==> config.mk <==
export PLATFORM = sky130hd
export DESIGN_NAME = rx_4phase_fifo_flat
export DESIGN_NICKNAME = d
export VERILOG_FILES = /design/src/rtl/rx_pkg.sv /design/src/rtl/rx_4phase_fifo_if.sv /design/src/rtl/sync_chain.sv /design/src/rtl/rx_4phase_fifo.sv /design/src/flat_wrapper.sv
export SDC_FILE = /design/constraint.sdc
export NUM_CORES = 1
export LEC_CHECK = 0
export BUFFER_PORTS_ARGS = -buffer_cell sky130_fd_sc_hd__buf_2
export CAP_MARGIN = 40
export CELL_PAD_IN_SITES_DETAIL_PLACEMENT = 1
export CELL_PAD_IN_SITES_GLOBAL_PLACEMENT = 1
export CORE_AREA = 4 4 76 78
export DETAILED_ROUTE_END_ITERATION = 10
export DIE_AREA = 0 0 80 82
export GPL_TIMING_DRIVEN = 0
export MAX_ROUTING_LAYER = met4
export PLACE_DENSITY = 0.61
export SLEW_MARGIN = 20
export SYNTH_ARGS = -nofsm -noshare
export SYNTH_HDL_FRONTEND = slang
export SYNTH_SLANG_ARGS = --single-unit
==> constraint.sdc <==
create_clock -name clk_rx -period 5.34 [get_ports clk_rx]
set_input_delay 0.801 -clock clk_rx [delete_from_list [all_inputs] [get_ports clk_rx]]
set_output_delay 0.801 -clock clk_rx [all_outputs]
set_load 0.05 [all_outputs]
==> src/rtl/rx_pkg.sv <==
// Shared definitions for the 4-phase receive FIFO and its helpers.
//   - default parameter values for DATA_W, SYNC_STAGES and FIFO_DEPTH
//   - handshake FSM state encoding
//   - clog2 helper used to size FIFO pointers
package rx_pkg;

    localparam int DATA_W_DEF      = 8;
    localparam int SYNC_STAGES_DEF = 2;
    localparam int FIFO_DEPTH_DEF  = 4;

    localparam logic [0:0] ST_IDLE     = 1'b0;
    localparam logic [0:0] ST_WAIT_LOW = 1'b1;

    function automatic int clog2(input int value);
        int result;
        int rem;
        result = 0;
        rem    = value - 1;
        while (rem > 0) begin
            result = result + 1;
            rem    = rem >> 1;
        end
        return result;
    endfunction

endpackage

==> src/rtl/rx_4phase_fifo_if.sv <==
// Bus bundle for rx_4phase_fifo.
//   Sender side  : req, data (into the receiver), ack (back to the sender)
//   Consumer side: rdata, vo (head word valid), rd_ready (consumer accepts)
//   Status       : fill (occupied entries), stall (handshake held off, FIFO full)
// The slave modport is the receiver's view; the master modport is the
// sender/consumer view.
interface rx_4phase_fifo_if #(
    parameter int DATA_W     = rx_pkg::DATA_W_DEF,
    parameter int FIFO_DEPTH = rx_pkg::FIFO_DEPTH_DEF
);
    import rx_pkg::*;

    localparam int ADDR_W = clog2(FIFO_DEPTH);

    logic              req;
    logic [DATA_W-1:0] data;
    logic              ack;
    logic [DATA_W-1:0] rdata;
    logic              vo;
    logic              rd_ready;
    logic [ADDR_W:0]   fill;
    logic              stall;

    modport master (
        output req, data, rd_ready,
        input  ack, rdata, vo, fill, stall
    );

    modport slave (
        input  req, data, rd_ready,
        output ack, rdata, vo, fill, stall
    );

endinterface

==> src/rtl/sync_chain.sv <==
// Single-bit multi-flop synchroniser for asynchronous inputs.
//   clk   : destination clock
//   rst_n : asynchronous active-low reset, clears every stage to 0
//   d     : asynchronous input
//   q     : synchronised output (last stage)
// The stages are a pure shift register; nothing may be inserted between them.
module sync_chain #(
    parameter int STAGES = 2
) (
    input  logic clk,
    input  logic rst_n,
    input  logic d,
    output logic q
);

    logic [STAGES-1:0] sync_q;
    logic [STAGES-1:0] sync_d;

    always_comb begin
        sync_d = {sync_q[STAGES-2:0], d};
    end

    always_ff @(posedge clk or negedge rst_n) begin
        if (!rst_n) begin
            sync_q <= '0;
        end else begin
            sync_q <= sync_d;
        end
    end

    assign q = sync_q[STAGES-1];

endmodule

==> src/rtl/rx_4phase_fifo.sv <==
// 4-phase handshake receiver feeding a first-word-fall-through FIFO.
//   clk_rx : receive-domain clock, all state on the rising edge
//   reset  : asynchronous active-low reset (FIFO storage is not cleared)
//   bus    : slave view of rx_4phase_fifo_if
//            req/data/ack  - 4-phase sender handshake, ack registered
//            rdata/vo      - FIFO head word and its valid flag
//            rd_ready      - consumer pops the head when vo=1
//            fill          - registered occupancy, 0..FIFO_DEPTH
//            stall         - synchronised req seen in IDLE while FIFO full
//
// state    | meaning
// ---------+-----------------------------------------------------------
// IDLE     | waiting for req_s=1 with room in the FIFO; capture then ack
// WAIT_LOW | word captured, ack held high until req_s returns to 0
module rx_4phase_fifo #(
    parameter int DATA_W      = rx_pkg::DATA_W_DEF,
    parameter int SYNC_STAGES = rx_pkg::SYNC_STAGES_DEF,
    parameter int FIFO_DEPTH  = rx_pkg::FIFO_DEPTH_DEF
) (
    input  logic            clk_rx,
    input  logic            reset,
    rx_4phase_fifo_if.slave bus
);
    import rx_pkg::*;

    localparam int ADDR_W = clog2(FIFO_DEPTH);

    localparam logic [ADDR_W:0]   FULL_CNT = (ADDR_W+1)'(FIFO_DEPTH);
    localparam logic [ADDR_W:0]   FILL_ONE = (ADDR_W+1)'(1);
    localparam logic [ADDR_W-1:0] PTR_ONE  = ADDR_W'(1);

    logic              req_s;

    logic [0:0]        state_q, state_d;
    logic              ack_q, ack_d;
    logic [ADDR_W-1:0] wr_ptr_q, wr_ptr_d;
    logic [ADDR_W-1:0] rd_ptr_q, rd_ptr_d;
    logic [ADDR_W:0]   fill_q, fill_d;
    logic [DATA_W-1:0] mem_q [FIFO_DEPTH];

    logic              full;
    logic              not_empty;
    logic              push;
    logic              pop;

    sync_chain #(
        .STAGES (SYNC_STAGES)
    ) u_req_sync (
        .clk   (clk_rx),
        .rst_n (reset),
        .d     (bus.req),
        .q     (req_s)
    );

    // Full is judged on the registered count, so a pop on the same edge
    // does not let a push through; the push waits one more cycle.
    assign full      = (fill_q == FULL_CNT);
    assign not_empty = (fill_q != '0);
    assign push      = (state_q == ST_IDLE) && req_s && !full;
    assign pop       = not_empty && bus.rd_ready;

    always_comb begin
        state_d = state_q;
        ack_d   = ack_q;
        if (state_q == ST_IDLE) begin
            if (push) begin
                state_d = ST_WAIT_LOW;
                ack_d   = 1'b1;
            end
        end else begin
            if (!req_s) begin
                state_d = ST_IDLE;
                ack_d   = 1'b0;
            end
        end
    end

    always_comb begin
        wr_ptr_d = wr_ptr_q;
        rd_ptr_d = rd_ptr_q;
        fill_d   = fill_q;
        if (push) begin
            wr_ptr_d = wr_ptr_q + PTR_ONE;
        end
        if (pop) begin
            rd_ptr_d = rd_ptr_q + PTR_ONE;
        end
        if (push && !pop) begin
            fill_d = fill_q + FILL_ONE;
        end else if (!push && pop) begin
            fill_d = fill_q - FILL_ONE;
        end
    end

    always_ff @(posedge clk_rx or negedge reset) begin
        if (!reset) begin
            state_q  <= ST_IDLE;
            ack_q    <= 1'b0;
            wr_ptr_q <= '0;
            rd_ptr_q <= '0;
            fill_q   <= '0;
        end else begin
            state_q  <= state_d;
            ack_q    <= ack_d;
            wr_ptr_q <= wr_ptr_d;
            rd_ptr_q <= rd_ptr_d;
            fill_q   <= fill_d;
        end
    end

    // Data is bundled with req: it is only sampled on the capture edge.
    always_ff @(posedge clk_rx) begin
        if (push) begin
            mem_q[wr_ptr_q] <= bus.data;
        end
    end

    assign bus.ack   = ack_q;
    assign bus.rdata = mem_q[rd_ptr_q];
    assign bus.vo    = not_empty;
    assign bus.fill  = fill_q;
    assign bus.stall = (state_q == ST_IDLE) && req_s && full;

endmodule
==> src/flat_wrapper.sv <==
// flat-port wrapper written by rule: the top's interface ports become plain ports
module rx_4phase_fifo_flat import rx_pkg::*;
#(
    parameter int DATA_W      = rx_pkg::DATA_W_DEF,
    parameter int SYNC_STAGES = rx_pkg::SYNC_STAGES_DEF,
    parameter int FIFO_DEPTH  = rx_pkg::FIFO_DEPTH_DEF
)
  (clk_rx, reset, bus_req, bus_data, bus_rd_ready, bus_ack, bus_rdata, bus_vo, bus_fill, bus_stall);
  rx_4phase_fifo_if #(.DATA_W(DATA_W), .FIFO_DEPTH(FIFO_DEPTH)) bus_i ();
  input  logic clk_rx;
  input  logic reset;
  input wire logic [$bits(bus_i.req)-1:0] bus_req;
  input wire logic [$bits(bus_i.data)-1:0] bus_data;
  input wire logic [$bits(bus_i.rd_ready)-1:0] bus_rd_ready;
  output wire logic [$bits(bus_i.ack)-1:0] bus_ack;
  output wire logic [$bits(bus_i.rdata)-1:0] bus_rdata;
  output wire logic [$bits(bus_i.vo)-1:0] bus_vo;
  output wire logic [$bits(bus_i.fill)-1:0] bus_fill;
  output wire logic [$bits(bus_i.stall)-1:0] bus_stall;
  assign bus_i.req = bus_req;
  assign bus_i.data = bus_data;
  assign bus_i.rd_ready = bus_rd_ready;
  assign bus_ack = bus_i.ack;
  assign bus_rdata = bus_i.rdata;
  assign bus_vo = bus_i.vo;
  assign bus_fill = bus_i.fill;
  assign bus_stall = bus_i.stall;
  rx_4phase_fifo #(.DATA_W(DATA_W), .SYNC_STAGES(SYNC_STAGES), .FIFO_DEPTH(FIFO_DEPTH)) u_core (.clk_rx(clk_rx), .reset(reset), .bus(bus_i));
endmodule
==> run summary <==
Status - complete, no violations
Largest fanout on the critical path - 10
Initial detailed-routing violation count - 19
Post-detailed-routing wire length - 2981 µm
Total power draw - 1192 µW
Placed Cells - 181
Peak supply drop - 0.1935 mV
Drt via density - 4.360
Setup bufs post-CTS - 0
Critical-path cell with the highest stage delay - sky130_fd_sc_hd__mux4_2
Final critical-path setup slack - 2.960 ns
Max-slew headroom - 81.44%
Number of hold-slack violations in the final timing report - 0
Fraction of final layout cells with drive strength greater than 1 - 45.38%
Clk slew on worst S/H paths - 0.09 ns
Clock network fraction of design power - 17.6%
Placeable core region - 5075 µm²
Critical path's top delay family - multiplexers
Final instance count without filler cells - 189
Library cell used as clock root buffer - sky130_fd_sc_hd__clkbuf_8
Critical Path End Type - primary output
Antenna diode count - 0
Number of iterations in the first detailed-routing pass - 4
Port bufs - 25
End of the worst register-to-register path - u_core.bus.fill[2]$_DFFE_PN0P_
Setup repair after global routing missed its margin - false
TritonCTS clock tree - built
Reg-to-reg setup timing slack - 3.19 ns
Power density cells - 586.2 nW/µm²
Full die area - 6560 µm²
Total Nets Final - 136
Synthesized Nets - 104
Switching power as a share of total power - 41.85%
Leak Pwr - 0.0007540 µW
Setup WS pre-CTS - 3.188 ns
Yosys warnings - 0
Gates resized, CTS repair - 0
Hold/Removal Path Class - primary input to asynchronous set/reset pin
Setup clock skew after layout - 0.006219 ns
Vias after detailed routing - 824
Fillers - 529
Count of max-cap constraint violations - 0
CTS Hold Bufs - 0
Maximum count of clock buffers along a single path - 2
Routability cong. - 0.7042
Worst Setup Start Kind - flop
Sequential Power Share - 38.9%
Buf+Inv Stages, Crit Path - 2
Die extent in x - 80 µm
Max Slew Vio Count - 0
Number of core rows - 26
Peak per-stage delay on the critical path - 0.52 ns
Vias in the first global route - 978
Internal Dissipation - 693.0 µW
Length in cells of the worst reg-to-reg path - 8
NetSw - 498.8 µW
Final setup violating endpoints - 0
DR WL/cell - 15.77 µm
Worst-margin pin slew - 0.2773 ns
Vertical die dimension - 82 µm
Layout overhead on the synthesized area - 17.67%
H-tree lvl count - 2
Mapped Avg Cell Area - 20.09 µm²
Most frequent cells in the layout - 32 x sky130_fd_sc_hd__edfxtp_1, 25 x sky130_fd_sc_hd__buf_2, 11 x sky130_fd_sc_hd__dfrtp_1
Most common cell after layout, fill and taps aside - sky130_fd_sc_hd__edfxtp_1
Data required time at the worst endpoint - 4.54 ns
Io pins - 26
Crit share post-route - 44.56%
Starting utilization of the core area - 34.05%
Post-synthesis sequential element count - 43
Fraction of the yosys area taken by sequential cells - 71.54%
Total global routing overflow - 0
Count of different cell masters after synthesis - 22
First-pass GRT wire length - 5037 µm
Netlist area before placement - 1728 µm²
Gr usage total - 11.04%
Gate power share - 43.5%
TritonCTS buffer count - 5
Post-route setup TNS - 0 ns
DRC violations left - 0
Chain of cells forming the critical path - buf_6 -> mux4_2 -> buf_2
Number of instances in the synthesized netlist - 86
Utilization after layout - 40.06%
Largest net degree at the start of global routing - 16
Minimum clock period - 2.380 ns
Setup Crit Path Kind - flop to primary output
Antenna violations before repair - 0
Num Clock Sinks - 43
Clock latency on the worst-skew pair - 0.30 ns
Fmax - 0.4202 GHz
Count of nets left with antenna violations after detail routing - 0
Startpoint of the worst register-to-register path - u_core.bus.fill[0]$_DFFE_PN0P_
CP arrival - 1.58 ns
HPWL after detailed placement - 2141 µm
final cells by class:
class	instances	area [µm²]	area share, %
inverters	3	11.26	0.5538
flip-flops and latches	43	1236	60.80
repair buffers	25	125.1	6.154
plain buffers	2	16.27	0.8000
multi-input cells	38	464.2	22.83
clock buffers	5	68.82	3.385
clock inverters	3	23.77	1.169
well taps	70	87.58	4.308
logic make-up (layout without fill, tap and decap cells):
group	Yosys count	count (layout)	share of synthesized area (%)
flip-flops	43	43	71.54
buffers and inverters	5	38	1.593
multiplexers	10	10	11.95
AND/OR/NAND/NOR	13	13	5.213
AO/OA/AOI/OAI	3	3	1.883
adder cells (fa/ha/maj)	6	6	4.779
XOR/XNOR	6	6	3.041
synth_stat cells:
library cell               instances  area (µm²)
sky130_fd_sc_hd__edfxtp_1         32       960.9
sky130_fd_sc_hd__dfrtp_1          11       275.3
sky130_fd_sc_hd__mux4_2            8       180.2
sky130_fd_sc_hd__ha_1              5       62.56
sky130_fd_sc_hd__and2_2            4       30.03
sky130_fd_sc_hd__xnor2_1           4       35.03
sky130_fd_sc_hd__inv_1             3       11.26
sky130_fd_sc_hd__nor2_1            3       11.26
sky130_fd_sc_hd__nand2b_1          2       12.51
sky130_fd_sc_hd__xor2_1            2       17.52
sky130_fd_sc_hd__a21o_2            1       8.760
sky130_fd_sc_hd__a21oi_4           1       16.27
sky130_fd_sc_hd__buf_6             1       11.26
sky130_fd_sc_hd__clkbuf_2          1       5.000
sky130_fd_sc_hd__fa_1              1       20.02
sky130_fd_sc_hd__mux2_2            1       11.26
sky130_fd_sc_hd__mux2_4            1       15.01
sky130_fd_sc_hd__nand2_1           1       3.750
sky130_fd_sc_hd__nand2_4           1       11.26
sky130_fd_sc_hd__nand3_2           1       10.01
sky130_fd_sc_hd__o21a_1            1       7.510
sky130_fd_sc_hd__or3_4             1       11.26
per-layer routing:
metal	wire (µm)	vias up	part of all wire, %	GRT usage (%)
met5	0	-	0	-
met4	48	0	1.6	3.547
met3	105	4	3.5	3.728
met2	1667	14	56	19.12
met1	1160	422	39	12.00
li1	-	384	-	-
metrics by stage:
| stage | area [µm²] | hold WS (ns) |
|---|---|---|
| after global placement | 1941 | 0.3337 |
| after global routing | 2033 | 0.3599 |
| final | 2033 | 0.3550 |
| after detailed placement | 1941 | 0.3576 |
| after floorplan | 1728 | 0.3312 |
| after CTS | 2033 | 0.3517 |
flip-flops by register name, summed over array words and instances, names as in the netlist:
name and cells:
u_core.mem_q 32, u_core.bus.fill 3, u_core.rd_ptr_q 2, u_core.u_req_sync.sync_q 2
u_core.wr_ptr_q 2, u_core.bus.ack 1, u_core.state_q 1
power by group through the flow:
stage                     combinational (µW)  sequential (µW)  clock [µW]
after CTS                                532              465         219
after global placement                   517              466           0
after floorplan                          368              514           0
after global routing                     557              473         234
after detailed placement                 531              472           0
final                                    518              464         210
worst max path at each step:
stage	startpoint	to	slack, ns	cells after the start
after floorplan	u_core.bus.fill[0]$_DFFE_PN0P_	bus_stall	2.85	3
after global placement	bus_rd_ready	u_core.bus.fill[2]$_DFFE_PN0P_	3.22	8
after detailed placement	bus_rd_ready	u_core.bus.fill[2]$_DFFE_PN0P_	3.19	8
after CTS	u_core.rd_ptr_q[0]$_DFFE_PN0P_	bus_rdata[3]	2.92	3
after global routing	u_core.rd_ptr_q[0]$_DFFE_PN0P_	bus_rdata[3]	2.87	3
final	u_core.rd_ptr_q[0]$_DFFE_PN0P_	bus_rdata[3]	2.96	3
Note: power is estimated with default switching activity, not from simulation.
